<file path="src/rtl/screen_loader.sv">
// screen_loader: fills a 128x96 12-bit RGB image BRAM from a byte stream.
// Two bytes per pixel ({R,G} then {x,B}), written at {row,col} sparse addresses.
// Optional feature macro: LOADER_CHECKSUM_EN enables the frame pixel-sum accumulator;
// without it pChecksum is tied to zero.
module screen_loader #(
  parameter int WIDTH  = 128,
  parameter int HEIGHT = 96,
  parameter int COL_W  = 7,
  parameter int ROW_W  = 7
) (
  input  logic                     pClk,
  input  logic                     pReset_n,
  input  logic                     pStart,
  input  logic                     pAbort,
  input  logic [7:0]               pByte,
  input  logic                     pValid,
  output logic                     pReady,
  output logic                     pWe,
  output logic [ROW_W+COL_W-1:0]   pAddr,
  output logic [11:0]              pDin,
  output logic                     pBusy,
  output logic                     pDone,
  output logic [15:0]              pChecksum
);

  typedef enum logic [2:0] {IDLE, HI, LO, WR, DONE} state_t;

  state_t             stateQ, stateD;
  logic [COL_W-1:0]   col;
  logic [ROW_W-1:0]   row;
  logic [7:0]         hiByte;
  logic               lastCol;
  logic               lastPix;
  logic               startOk;
  logic               hsHi;
  logic               hsLo;

  assign lastCol = (col == COL_W'(WIDTH - 1));
  assign lastPix = lastCol && (row == ROW_W'(HEIGHT - 1));
  assign startOk = (stateQ == IDLE) && pStart && !pAbort;
  assign hsHi    = (stateQ == HI) && pValid && pReady;
  assign hsLo    = (stateQ == LO) && pValid && pReady;

  // State register
  always_ff @(posedge pClk) begin
    if (!pReset_n) stateQ <= IDLE;
    else           stateQ <= stateD;
  end

  // Next-state and handshake/status outputs; abort wins from every non-idle state
  always_comb begin
    stateD = stateQ;
    pReady = 1'b0;
    pBusy  = 1'b0;
    pDone  = 1'b0;
    case (stateQ)
      IDLE: begin
        if (pStart && !pAbort) stateD = HI;
      end
      HI: begin
        pBusy  = 1'b1;
        pReady = !pAbort;
        if (pAbort)      stateD = IDLE;
        else if (pValid) stateD = LO;
      end
      LO: begin
        pBusy  = 1'b1;
        pReady = !pAbort;
        if (pAbort)      stateD = IDLE;
        else if (pValid) stateD = WR;
      end
      WR: begin
        pBusy = 1'b1;
        if (pAbort)       stateD = IDLE;
        else if (lastPix) stateD = DONE;
        else              stateD = HI;
      end
      DONE: begin
        pDone  = 1'b1;
        stateD = IDLE;
      end
      default: stateD = IDLE;
    endcase
  end

  // Column/row walk; the final pixel wraps col but leaves row at HEIGHT-1
  always_ff @(posedge pClk) begin
    if (!pReset_n) begin
      col <= '0;
      row <= '0;
    end else if (startOk) begin
      col <= '0;
      row <= '0;
    end else if (stateQ == WR && !pAbort) begin
      if (lastCol) begin
        col <= '0;
        if (!lastPix) row <= row + 1'b1;
      end else begin
        col <= col + 1'b1;
      end
    end
  end

  // First byte of a pixel carries {R,G}
  always_ff @(posedge pClk) begin
    if (hsHi) hiByte <= pByte;
  end

  // BRAM write port: address/data hold their last values between pixels
  always_ff @(posedge pClk) begin
    if (!pReset_n) begin
      pWe   <= 1'b0;
      pAddr <= '0;
      pDin  <= '0;
    end else begin
      pWe <= hsLo;
      if (hsLo) begin
        pAddr <= {row, col};
        pDin  <= {hiByte, pByte[3:0]};
      end
    end
  end

`ifdef LOADER_CHECKSUM_EN
  logic [15:0] sumQ;

  // Running sum of every written pixel, wraps modulo 2**16
  always_ff @(posedge pClk) begin
    if (!pReset_n)    sumQ <= '0;
    else if (startOk) sumQ <= '0;
    else if (pWe)     sumQ <= sumQ + {4'h0, pDin};
  end

  assign pChecksum = sumQ;
`else
  assign pChecksum = 16'd0;
`endif

endmodule
</file>
<file path="config.mk">
export PLATFORM = sky130hd
export DESIGN_NAME = screen_loader
export DESIGN_NICKNAME = d
export VERILOG_FILES = /design/src/rtl/screen_loader.sv
export SDC_FILE = /design/constraint.sdc
export NUM_CORES = 1
export LEC_CHECK = 0
export CAP_MARGIN = 10
export CORE_UTILIZATION = 45
export CTS_BUF_LIST = sky130_fd_sc_hd__clkbuf_8
export CTS_CLUSTER_SIZE = 24
export DETAILED_ROUTE_END_ITERATION = 10
export GPL_TIMING_DRIVEN = 1
export PLACE_DENSITY = 0.82
export SLEW_MARGIN = 20
export SYNTH_ARGS = -nofsm -noshare
export SYNTH_HDL_FRONTEND = slang
export SYNTH_SLANG_ARGS = --single-unit
</file>
<file path="constraint.sdc">
create_clock -name pClk -period 2 [get_ports pClk]
set_clock_uncertainty 0.2 [all_clocks]
set_input_delay 0.5 -clock pClk [delete_from_list [all_inputs] [get_ports pClk]]
set_output_delay 0.5 -clock pClk [all_outputs]
set_load 0.02 [all_outputs]
</file>
Word level (Yosys, flattened, before mapping)
Cells that the tools add are included.

Register bits: 52. Input port bits: 13. Output and inout port bits: 46.

Add/subtract/negate cells: 2. Equal/unequal tests: 9. Muxes and demuxes: 12. Bitwise gates (word level): 2. Reductions and logical operators: 16.

Operator list (number): 3-bit 2-to-1 mux (7); 7-bit by 1-bit adder with 7-bit output (second input constant) (2); 7-bit equality test (second input constant) (2); 3-bit case mux with 4 select lines (1); 1-bit logical AND (9); 7-bit 2-to-1 mux (1); 3-bit by 2-bit equality test with 1-bit output (second input constant) (2); 3-bit inequality test (second input constant) (2); 3-bit AND reduction (2); 2-bit OR reduction (2); 3-bit by 1-bit equality test with 1-bit output (second input constant) (1); 3-bit equality test (second input constant) (1); 3-bit logical NOT (1); 1-bit 2-to-1 mux (3); 3-bit OR reduction (1); 2-bit by 1-bit inequality test with 1-bit output (second input constant) (1); 1-bit inverter (2); 1-bit logical NOT (1).

Depth between registers and ports, before layout
Gate-level depths: netlist of run 1.

Word-level depth: 5. Mapped depth: 7.

Worst setup path before layout of run 1
OpenSTA, ideal clock, no wires.

Path type: input to register. From: in pAbort. To: reg row[3]. Arrival: 1.772 ns. Required time: 1.730 ns. Path slack: -0.042 ns. Stages: 4. Buffers on the path: 0. Path through: nand4bb_4 or3_4 or4_1 a21oi_1.

Cells in the longest elaborated chain, start to end: 3.

Ends and longest elaborated chain: from (decl) (line 14) `input logic pAbort,`; 1-bit logical NOT * (line 40, 94); 1-bit logical AND, on equally long branches (line 94, 40); 3-bit AND reduction (no line) or 2-bit OR reduction (tied branches); to (signal assigned) (line 97) `if (!lastPix) row <= row + 1'b1;`; to (decl) (line 30) `logic [ROW_W-1:0] row;`.

Every way passes the cells marked *; elsewhere a longest branch is shown, timed or not. A chain may end at the register's enable or synchronous reset.

Worst setup path after layout of run 1
From: reg pAddr[0]. To: out pAddr[0].

RTL lines: from (decl) (line 19) `output logic [ROW_W+COL_W-1:0] pAddr,`; from (signal assigned) (line 118) `pAddr <= {row, col};`.

No word-level cell between the ends.

==> results of run 1 <==
[per-layer routing]
| layer | wire [µm] | vias up | global-route usage [%] |
|---|---|---|---|
| li1 | - | 941 | - |
| met1 | 2043 | 850 | 22.47 |
| met4 | 59 | 0 | 5.229 |
| met3 | 188 | 6 | 3.729 |
| met2 | 2170 | 53 | 29.60 |
| met5 | 0 | - | 0 |
[final cells by class]
type	instances	area [µm²]
well taps	67	83.83
clock inverters	3	27.53
multi-input cells	179	1026
inverters	2	7.507
fillers	407	1730
repair buffers	71	684.4
clock buffers	5	68.82
flip-flops and latches	52	1126
[metrics by stage]
| stage | hold slack (ps) | utilization (%) |
|---|---|---|
| final | 263.5 | 63.61 |
| after floorplan | 255.0 | - |
| after detailed placement | 256.4 | 60.45 |
| after CTS | 268.7 | 62.55 |
| after global placement | 250.4 | 60.45 |
| after global routing | 300.4 | 63.61 |
[power by group through the flow]
| stage | logic (W) | clock network, W | registers, W |
|---|---|---|---|
| after floorplan | 0.000103 | 0 | 0.00110 |
| after global placement | 0.000152 | 0 | 0.00110 |
| after detailed placement | 0.000153 | 0 | 0.00110 |
| after CTS | 0.000151 | 0.000638 | 0.00107 |
| after global routing | 0.000163 | 0.000672 | 0.00108 |
| final | 0.000151 | 0.000624 | 0.00107 |
[cell usage after synthesis, types with 3 or more instances]
cell      number  area (µm²)
a21oi_1        9       45.04
o21ai_0        4       20.02
nand2_1       62       232.7
xor2_1         3       26.28
buf_4         17       127.6
or3_1          3       18.77
or4_1          4       30.03
and3_1         5       31.28
a21boi_0      26       195.2
clkbuf_1       8       30.03
edfxtp_1       8       240.2
o31ai_1        5       37.54
nand3_1        6       30.03
dfxtp_1       44       880.8
nor2_1        12       45.04
[registers in the layout, summed over array words and instances, names as in the netlist]
register	count
pDin	12
pWe	1
hiByte	8
col	7
row	7
pAddr	14
stateQ	3
[logic make-up after synthesis]
| kind of cell | share of synthesized area [%] |
|---|---|
| compound gates | 15.22 |
| xor+xnor | 1.951 |
| fa+ha+maj | 1.115 |
| buf+inv | 8.306 |
| flops | 49.94 |
| other cells | 0.1671 |
| simple gates | 23.30 |
[final timing paths]
kind              end  slack (ps)  cells after the start
max          pAddr[0]          30                      1
min          pAddr[4]         260                      2
max reg2reg    row[2]          30                      5
min reg2reg  pAddr[4]         260                      2
[what timing repair did]
action,4_1_cts,5_1_grt
resized for setup,14,21
pin swaps,6,7
buffers inserted,1,0
setup endpoints to repair,11,16
==> flow_summary.ini, run 1 <==
[pwr]
pwr-share-comb_pct = 8.2
p_int_w = 0.001391
switchingPower_w = 0.0004589
ir_drop_uv = 460.4
sw_frac_of_total_pct = 24.80
power_frac_seq_pct = 58.1
leakage_nw = 1.263
power_frac_clock_pct = 33.7
total_power_w = 0.001850
powerDensity_nw_per_um2 = 611.8

[critical_path]
cp_slowest_stage_delay_ps = 610
worst-path-buf-inv = 1
critical_path.startpoint_type = flop
crit_type = flop to output port
worstPathRequired_ps = 1300
cpMaxStageDelayCell = clkdlybuf4s50_1
cp.arrival_ps = 1270
r2r_start = col[1]
cp_top_family = buffers and inverters
end_kind = output port
worstSetupStartpoint = pAddr[0]
crit_fanout = 2
crit_chain = clkdlybuf4s50_1

[sta]
fmax_ghz = 0.5074
finalCriticalPeriod_ps = 1971
rsz0062_at_grt = true
setup_violations = 0
fin_crit_sh_pct = 98.54
hold_viol_final = 0
final.setup.worst_slack_ps = 29.26
finalSetupTns_ps = 0
slew_viol_final = 0

[cells_and_area]
final_cell_mix = nand2_1 (62), dfxtp_1 (40), clkdlybuf4s50_1 (27)
antenna_cells = 0
design_area_um2 = 3024
drive_above_1_share_pct = 16.99
mostFrequentLayoutCell = nand2_1
fin_nets = 326
fin_cells = 379
area_growth_pct = 34.73

[placement]
pre_cts_ws_ps = -606.8
place_hpwl_um = 3177
placedCellCount = 370
io_buffer_count = 42
place_congestion = 0.8105
placed_cell_area_um2 = 2874

[grt]
grt_max_degree = 28
grt_pass1_vias = 1645
antenna_found_initial = 0
grt_first_pass_wirelength_um = 7203
grt-ovfl-total = 0
grt.total_usage_pct = 17.50

[worst_hold_path]
hold_path.class = flop to flop
worstHoldStart = pAddr[4]

[clock_tree]
cts.sinks = 52
numCtsBuffers = 5
cts_tree = built
clk_latency_ps = 320
cts_buffer_depth = 2
cts_hold_buf = 0
root_buffer = clkbuf_8
clk_pin_slew_worst_paths_ps = 100
htreeDepth = 2

[die]
core-area_um2 = 4755
die_h_um = 72.63
start_util_pct = 47.21
num_rows = 25
io_pins = 59
die_area_um2 = 5274
die_w_um = 72.63

[outcome]
outcome = completed

[synthesis]
yosys_warnings = 0
ys_ff_latch = 52
synth_area_um2 = 2245
synth.distinct_cells = 38
syn_inst = 246
ys.flop_type = dfxtp_1
ys_seq_area_share_pct = 49.94
synth_edf_count = 8
syn_avg_cell_area_um2 = 9.125
synthArstFlopShare_pct = 0

[run]
maxCapViolations = 0

[drt]
post_drt_wl_per_cell_um = 11.77
avgViaCountPerCell = 4.881
first_pass_iters = 4
drc_errors = 0
antenna_left = 0
vias = 1850
drt_iter0_drc = 64
drt_wl_total_um = 4461
Power figures use the tool's default switching activity.
==> inputs of run 2 (changes only) <==
--- a/config.mk
+++ b/config.mk
@@ -5,12 +5,12 @@
 export SDC_FILE = /design/constraint.sdc
 export NUM_CORES = 1
 export LEC_CHECK = 0
-export CAP_MARGIN = 10
+export CAP_MARGIN = 20
 export CORE_UTILIZATION = 45
 export CTS_BUF_LIST = sky130_fd_sc_hd__clkbuf_8
 export CTS_CLUSTER_SIZE = 24
 export DETAILED_ROUTE_END_ITERATION = 10
-export GPL_TIMING_DRIVEN = 1
+export GPL_TIMING_DRIVEN = 0
 export PLACE_DENSITY = 0.82
 export SLEW_MARGIN = 20
 export SYNTH_ARGS = -nofsm -noshare
==> run 2 against run 1 <==
  * The flow now finishes with violations (negative setup slack)
  * Critical path depth increased by 5
  * Critical path type is now flop to flop
  * Count of clock-buffer cells in the layout unchanged
  * Register-to-register slack got worse by 50 ps
  * Worst setup slack got worse by 50 ps
  * Clock power decreased by 4.2%
  * Non-clock buffer count is 7 higher
  * Sequential share of layout area down 0.29 points
  * Global-route usage rose by 1.1 points
  * First-iteration DRC count grew 75%
  * Sequential power about the same
==> flow_summary.ini, run 2 (synthesis results as in run 1) <==
[pwr]
power_frac_clock_pct = 32.6
powerDensity_nw_per_um2 = 597.6
switchingPower_w = 0.0004476
leakage_nw = 1.242
sw_frac_of_total_pct = 24.38
ir_drop_uv = 407.1
p_int_w = 0.001388
pwr-share-comb_pct = 8.8
power_frac_seq_pct = 58.6

[grt]
grt-ovfl-total = 0
antenna_found_initial = 0
grt_pass1_vias = 1708
grt.total_usage_pct = 18.62
grt_max_degree = 18
grt_first_pass_wirelength_um = 7493

[drt]
drt_wl_total_um = 4677
drt_iter0_drc = 112
drc_errors = 0
first_pass_iters = 4
avgViaCountPerCell = 4.896
post_drt_wl_per_cell_um = 12.12
wl_met2_um = 2304
antenna_left = 0
wl_met1_um = 2062
vias = 1890
met3_length_um = 221
top_layer = met4

[outcome]
outcome = complete, but fails checks
violations = negative setup slack

[clock_tree]
cts_hold_buf = 0
clk_latency_ps = 310
clk_pin_slew_worst_paths_ps = 90
cts.sinks = 52
htreeDepth = 2
numCtsBuffers = 5
root_buffer = clkbuf_8
cts_tree = built
cts_buffer_depth = 2

[cells_and_area]
fin_nets = 333
multiInputGateArea_um2 = 1074
fill_cells = 400
seq_area_um2 = 1135
fin_cells = 386
mostFrequentLayoutCell = nand2_1
top_register = pAddr
drive_above_1_share_pct = 23.20
largest_reg_flops = 14
final_cell_mix = nand2_1 (62), dfxtp_1 (37), clkdlybuf4s50_1 (29)
largestRegisters = pAddr (14), pDin (12), hiByte (8)
area_growth_pct = 36.85
antenna_cells = 0

[die]
core-area_um2 = 4755
die_area_um2 = 5274
num_rows = 25
die_h_um = 72.63
die_w_um = 72.63
io_pins = 59
start_util_pct = 47.21

[critical_path]
critical_path.startpoint_type = flop
end_kind = flop
crit_chain = ha_2 > and4_1 > and3b_2 > clkbuf_8 > or4_4 > a21oi_2
cpMaxStageDelayCell = or4_4
cp.arrival_ps = 2060
worstPathRequired_ps = 2040
r2r_start = row[0]
worstSetupStartpoint = row[0]
cp_slowest_stage_delay_ps = 420
crit_fanout = 10
crit_path_end = row[5]
rr_worst_depth = 6
reg2reg_slack_ps = -20
reg2reg_to = row[5]
crit_type = flop to flop

[placement]
place_hpwl_um = 3118
place_congestion = 0.8042
placedCellCount = 370
pre_cts_ws_ps = -805.6
io_buffer_count = 42

[sta]
final.setup.worst_slack_ps = -20.34
setup_violations = 1
finalCriticalPeriod_ps = 2020
slew_viol_final = 0
hold_viol_final = 0
fin_crit_sh_pct = 101.0
rsz0062_at_grt = true
fmax_ghz = 0.4950

[worst_hold_path]
min_path_cells = 2
hold_path.class = flop to flop

[run]
maxCapViolations = 0
-- run 2: cell count changes in the layout (fill, tap and decap cells not counted), moves of 3 or more --
cell	change
clkbuf_2	+4
a21oi_1	-3
a21oi_2	+3
buf_12	-3
clkbuf_1	+3
dfxtp_1	-3
-- run 2: final cells by class --
cell class / count / area share, %
sequential: 52 / 36.95
multi-input combinational: 179 / 34.95
timing repair buffer: 51 / 15.97
buffer: 27 / 6.232
tap: 67 / 2.729
clock buffer: 5 / 2.240
clock inverter: 3 / 0.6925
inverter: 2 / 0.2444
-- run 2: power groups by stage --
stage          clock, W  combinational (W)  sequential (W)
3_3_place_gp          0           0.000154         0.00110
2_1_floorplan         0           0.000103         0.00110
6_report       0.000598           0.000161         0.00108
4_1_cts        0.000613           0.000156         0.00108
3_5_place_dp          0           0.000156         0.00110
5_1_grt        0.000656           0.000173         0.00108
-- run 2: critical path: cells and delay by family (launching register included) --
kind                       cells  cell delay (ps)
AOI/OAI and AO/OA              1              130
adders and majority gates      1              200
buffers and inverters          1              170
DFF                            1              370
and+or+nand+nor                3              890
-- run 2: repair_timing --
action | 4_1_cts | 5_1_grt
gates cloned | 0 | 1
setup buffers | 4 | 4
setup endpoints to repair | 38 | 34
resized for setup | 30 | 37
pin swaps | 4 | 9
-- run 2: stage by stage --
stage	instance area (µm²)	hold slack [ps]	total power, W	util [%]	setup TNS, ps
floorplan	2301	255.0	0.001205	-	0
global placement	2805	253.0	0.001256	59.00	-20240
detailed placement	2805	258.7	0.001258	59.00	-21990
CTS	2980	271.5	0.001847	62.68	-140.1
global route	3072	284.3	0.001907	64.61	-154.7
finish	3072	265.0	0.001836	64.61	-20.34
-- run 2: how the worst min path moves through the flow --
stage | endpoint | from
finish | pAddr[12] | pAddr[12]
floorplan | pAddr[13] | row[6]
detailed placement | pAddr[12] | pAddr[12]
global route | pAddr[6] | pAddr[6]
CTS | pAddr[12] | pAddr[12]
global placement | pDin[11] | pDin[11]
-- run 2: metal layers --
layer  vias to the layer above  global-route usage [%]
li1                        952                       -
met1                       875                   22.76
met2                        55                   31.15
met3                         8                   4.420
met4                         0                   8.497
met5                         -                       0
